`config.mk`:
```
export PLATFORM = sky130hd
export DESIGN_NAME = load_store_unit
export DESIGN_NICKNAME = d
export VERILOG_FILES = /design/src/rtl/lsu_pkg.sv /design/src/rtl/load_align.sv /design/src/rtl/load_store_unit.sv
export SDC_FILE = /design/constraint.sdc
export NUM_CORES = 1
export LEC_CHECK = 0
export ABC_CLOCK_PERIOD_IN_PS = 2200
export BUFFER_PORTS_ARGS = -buffer_cell sky130_fd_sc_hd__buf_2
export CORE_MARGIN = 1
export CORE_UTILIZATION = 50
export CTS_BUF_LIST = sky130_fd_sc_hd__clkbuf_8
export CTS_CLUSTER_SIZE = 40
export DETAILED_ROUTE_END_ITERATION = 8
export GPL_TIMING_DRIVEN = 0
export PLACE_DENSITY = 0.82
export SYNTH_ARGS = -nofsm -noshare
export SYNTH_HDL_FRONTEND = slang
export SYNTH_SLANG_ARGS = --single-unit
```
`constraint.sdc`:
```
create_clock -name clk -period 2.2 [get_ports clk]
set_input_delay 0.66 -clock clk [delete_from_list [all_inputs] [get_ports clk]]
set_output_delay 0.66 -clock clk [all_outputs]
set_load 0.01 [all_outputs]
```
`src/rtl/lsu_pkg.sv`:
```
// Shared types and constants for the load/store unit: FSM states and the
// funct3 access-size encodings.
package lsu_pkg;

    localparam int LSU_DATA_WIDTH = 32;

    typedef enum logic [1:0] {
        IDLE = 2'd0,
        REQ  = 2'd1,
        DONE = 2'd2
    } state_t;

    localparam logic [2:0] F3_B  = 3'b000;
    localparam logic [2:0] F3_H  = 3'b001;
    localparam logic [2:0] F3_W  = 3'b010;
    localparam logic [2:0] F3_BU = 3'b100;
    localparam logic [2:0] F3_HU = 3'b101;

endpackage

```
`src/rtl/load_align.sv`:
```
// Combinational load extraction: picks the byte/halfword lane addressed by
// offset from a memory word and sign- or zero-extends it to 32 bits.
module load_align
    import lsu_pkg::*;
(
    input  logic [31:0] word,
    input  logic [1:0]  offset,
    input  logic [2:0]  funct3,
    output logic [31:0] value
);

    logic [7:0]  lanes [4];
    logic [7:0]  byte_sel;
    logic [15:0] half_sel;

    generate
        for (genvar gi = 0; gi < 4; gi++) begin : g_lane
            assign lanes[gi] = word[8*gi +: 8];
        end
    endgenerate

    assign byte_sel = lanes[offset];
    // offset[0] is always clear for legal halfword accesses
    assign half_sel = offset[1] ? word[31:16] : word[15:0];

    always_comb begin
        value = '0;
        case (funct3)
            F3_B:    value = {{24{byte_sel[7]}}, byte_sel};
            F3_BU:   value = {24'd0, byte_sel};
            F3_H:    value = {{16{half_sel[15]}}, half_sel};
            F3_HU:   value = {16'd0, half_sel};
            F3_W:    value = word;
            default: value = '0;
        endcase
    end

endmodule

```
`src/rtl/load_store_unit.sv`:
```
// Data-memory access stage: issues one byte/halfword/word load or store on a
// ready-handshake memory, stalls until it completes and returns extended load data.
module load_store_unit
    import lsu_pkg::*;
#(
    parameter int DATA_WIDTH = 32
) (
    input  logic                    clk,
    input  logic                    reset,
    input  logic                    MemRead,
    input  logic                    MemWrite,
    input  logic [2:0]              Funct3,
    input  logic [DATA_WIDTH-1:0]   Addr,
    input  logic [DATA_WIDTH-1:0]   WrData,
    output logic                    Stall,
    output logic                    Done,
    output logic                    AccessErr,
    output logic [DATA_WIDTH-1:0]   RdData,
    output logic                    mem_req,
    output logic                    mem_we,
    output logic [DATA_WIDTH-1:0]   mem_addr,
    output logic [3:0]              mem_be,
    output logic [DATA_WIDTH-1:0]   mem_wdata,
    input  logic [DATA_WIDTH-1:0]   mem_rdata,
    input  logic                    mem_ready
);

    state_t      state_reg, state_next;
    logic [31:0] addr_reg;
    logic [3:0]  be_reg;
    logic [31:0] wdata_reg;
    logic [2:0]  f3_reg;
    logic [1:0]  off_reg;
    logic        we_reg;
    logic        err_reg;
    logic [31:0] rd_data_reg;

    logic        request;
    logic        is_store;
    logic        legal;
    logic [3:0]  be_next;
    logic [31:0] wdata_next;
    logic [31:0] load_value;

    assign request  = MemRead | MemWrite;
    assign is_store = MemWrite;

    // Unsigned variants only make sense for loads; alignment is natural size
    always_comb begin
        legal = 1'b0;
        case (Funct3)
            F3_B:    legal = 1'b1;
            F3_H:    legal = ~Addr[0];
            F3_W:    legal = (Addr[1:0] == 2'b00);
            F3_BU:   legal = ~is_store;
            F3_HU:   legal = ~is_store & ~Addr[0];
            default: legal = 1'b0;
        endcase
    end

    always_comb begin
        be_next    = 4'b0000;
        wdata_next = WrData;
        case (Funct3)
            F3_B, F3_BU: begin
                be_next    = 4'b0001 << Addr[1:0];
                wdata_next = {4{WrData[7:0]}};
            end
            F3_H, F3_HU: begin
                be_next    = 4'b0011 << Addr[1:0];
                wdata_next = {2{WrData[15:0]}};
            end
            F3_W:    be_next = 4'b1111;
            default: be_next = 4'b0000;
        endcase
    end

    load_align u_load_align (
        .word   (mem_rdata),
        .offset (off_reg),
        .funct3 (f3_reg),
        .value  (load_value)
    );

    always_ff @(posedge clk) begin
        if (reset) begin
            state_reg   <= IDLE;
            addr_reg    <= '0;
            be_reg      <= '0;
            wdata_reg   <= '0;
            f3_reg      <= '0;
            off_reg     <= '0;
            we_reg      <= 1'b0;
            err_reg     <= 1'b0;
            rd_data_reg <= '0;
        end else begin
            state_reg <= state_next;
            if (state_reg == IDLE && request) begin
                addr_reg  <= {Addr[31:2], 2'b00};
                be_reg    <= be_next;
                wdata_reg <= wdata_next;
                f3_reg    <= Funct3;
                off_reg   <= Addr[1:0];
                we_reg    <= is_store;
                err_reg   <= ~legal;
                if (!legal) begin
                    rd_data_reg <= '0;
                end
            end
            if (state_reg == REQ && mem_ready) begin
                rd_data_reg <= we_reg ? 32'd0 : load_value;
            end
        end
    end

    // DONE ignores the inputs: the pipeline still presents the finished instruction
    always_comb begin
        state_next = state_reg;
        Stall      = 1'b0;
        Done       = 1'b0;
        AccessErr  = 1'b0;
        mem_req    = 1'b0;
        mem_we     = 1'b0;
        mem_addr   = '0;
        mem_be     = '0;
        mem_wdata  = '0;
        case (state_reg)
            IDLE: begin
                Stall = request;
                if (request) begin
                    state_next = legal ? REQ : DONE;
                end
            end
            REQ: begin
                Stall     = 1'b1;
                mem_req   = 1'b1;
                mem_we    = we_reg;
                mem_addr  = addr_reg;
                mem_be    = be_reg;
                mem_wdata = wdata_reg;
                if (mem_ready) begin
                    state_next = DONE;
                end
            end
            DONE: begin
                Done       = 1'b1;
                AccessErr  = err_reg;
                state_next = IDLE;
            end
            default: state_next = IDLE;
        endcase
    end

    assign RdData = rd_data_reg;

endmodule

```
==> flow_summary.ini <==
[setup_path]
required_ps = 1540
crit_arrival_ps = 1500
critPathMaxFanout = 9
critPathMaxStageDelay_ps = 360
crit_type = register to output port
crit_chain = nor2b_4, buf_12, buf_8, and2_1, buf_2
crit_path_start_kind = register
slowest_stage = dfxtp_4
worstSetupEndpointType = output port

[power_and_ir_drop]
power_density_nw_per_um2 = 646.7
peakVddDrop_v = 0.0003818
p_leak_uw = 0.003211

[placed_design]
dp.cells = 1004
hpwl_microns = 11890
post_dp_cell_area_sq_um = 6421
numPortBuffers = 206
dp_slack_ps = -113.6
place_congestion = 0.9918

[final_layout]
final_common_cell = buf_2
fill_cells = 912
drive_gt1_share_pct = 32.21
area_growth_syn_to_layout_pct = 31.21
fin_area_sq_um = 6849
diodes = 0
final_cells = 1027
final_cell_mix = 220 x buf_2, 152 x nand2_1, 105 x dfxtp_1, 59 x a21oi_1, 54 x and2_1
nNetsFinal = 993

[global_route]
grt_pass1_wl_microns = 25270
grt_max_degree = 17
grt_antenna_before_repair = 0
grt_pass1_vias = 5092
grt_remaining_overflow = 0
grt_usage_pct = 28.75

[detailed_routing]
drtAntennaViolNets = 0
vias = 5540
drc = 0
drt-pass1-iter-count = 5
wire_per_inst_microns = 15.54
drt-initial-drc-count = 272
via_per_inst = 5.394
wirelength_microns = 15960

[logic_synthesis]
postSynthAreaPerCell_sq_um = 7.861
synth_edf_count = 0
syn_area_sq_um = 5220
yosys_warnings = 0
ys_async_sr_fraction_pct = 0
ys_types = 43
synth_ff_type = dfxtp_1
ys_seq_area_share_pct = 41.04
ys_seq_elements = 107
netlist_instances = 664

[die]
core_area_sq_um = 9955
initial_core_util_pct = 52.44
design.die.area_sq_um = 10850
die_x_microns = 104.2
num_rows = 36
die_h_microns = 104.2
io_pins = 209

[clock_network]
cts_max_level = 3
clk-insertion-delay-late_ps = 370
cts_buffers = 9
postCtsHoldBufs = 0
clkTransAtPathRegs_ps = 90
root_buffer = clkbuf_8
cts_buffer_depth = 2
clock-sinks = 107
cts_tree = done

[sta]
worstMarginPinSlew_ps = 717.8
post-route-period-util_pct = 98.00
drv_slew = 0
fin_skew_ps = 15.34
finalHoldViolCount = 0
fin_crit_ps = 2156
worst_slack_ps = 44.01
tns_ps = 0
fmax_mhz = 463.8
relSlewSlack_pct = 51.82
rsz0062_at_grt = true
finalSetupViolCount = 0

[flow_run]
maxCapViolCount = 0

[status]
status = finished, final reports clean

[hold_path]
hold_class = register to register
## power by group
| part | total [uW] | internal [uW] | switching (uW) |
|---|---|---|---|
| clock | 1180 | 502 | 678 |
| combinational | 1090 | 443 | 646 |
| sequential | 2160 | 2080 | 77.1 |
| total | 4430 | 3030 | 1400 |
## Yosys cell counts, types with 3 or more instances
master,number,share of area (%)
nand2_1,152,11
dfxtp_1,107,41
and2_1,68,8.1
a21oi_1,59,5.7
nor2_1,49,3.5
clkbuf_1,34,2.4
o2bb2ai_1,29,4.9
nor3_1,18,1.7
buf_2,17,1.6
mux2i_1,17,3.3
o21ai_0,16,1.5
a211oi_1,12,1.7
nand3_1,11,1.1
a221oi_1,9,1.5
a311oi_1,8,1.3
nand2b_1,6,0.72
a22oi_1,5,0.72
buf_4,5,0.72
nor2b_1,5,0.60
a221o_1,3,0.58
a31oi_1,3,0.36
mux2_2,3,0.65
nand3b_1,3,0.43
## per-stage QoR
step / total power (uW) / util (%) / hold WS, ps
6_report: 4429 / 68.80 / 453.6
5_1_grt: 4634 / 68.80 / 470.1
4_1_cts: 4375 / 67.01 / 456.0
3_5_place_dp: 3217 / 64.50 / 442.1
3_3_place_gp: 3197 / 64.50 / 437.3
2_1_floorplan: 2855 / - / 431.7
## cell type report
cell class              instances  area [sq um]  area share [%]
plain buffers                  59         355.3           5.188
clock buffers                  12         165.2           2.411
clock inverters                 4         25.02          0.3654
inverters                       1         3.754         0.05480
multi-input cells             498          2851           41.63
flip-flops and latches        107          2147           31.35
well taps                     133         166.4           2.430
repair buffers                213          1135           16.57
## path summary, 6_finish.rpt
path	startpoint	endpoint	slack (ps)	cells past startpoint
min	addr_reg[2]	addr_reg[2]	450	2
max	state_reg[0]	mem_we	40	5
max reg2reg	state_reg[1]	wdata_reg[30]	430	7
min reg2reg	addr_reg[2]	addr_reg[2]	450	2
## metal layers
metal  routed length (microns)  track usage, %  part of all wire, %
met1                      6780           36.75                   42
met3                      1166           5.201                  7.3
met2                      7520           47.90                   47
met5                         0               0                    0
met4                       495           11.43                  3.1
## logic make-up after synthesis
| family | count (synthesis) | share of synthesized area (%) |
|---|---|---|
| and+or+nand+nor | 322 | 29.34 |
| AOI/OAI and AO/OA | 152 | 19.89 |
| DFF | 107 | 41.04 |
| muxes | 22 | 4.434 |
| buffers and inverters | 60 | 5.225 |
| other | 1 | 0.07184 |
## what timing repair did
action / 4_1_cts / 5_1_grt
endpoints found under the setup margin: 68 / 66
gates resized for setup: 20 / 38
buffers inserted: 1 / 3
pin swaps: 0 / 0
cloned: 0 / 3
## worst max-delay path: cells and delay by family (launching register included)
family	cells	cell delay (ps)
flip-flops	1	360
AND/OR/NAND/NOR	2	330
buffers and inverters	3	440
No activity file was read; power rests on OpenSTA's default activity.
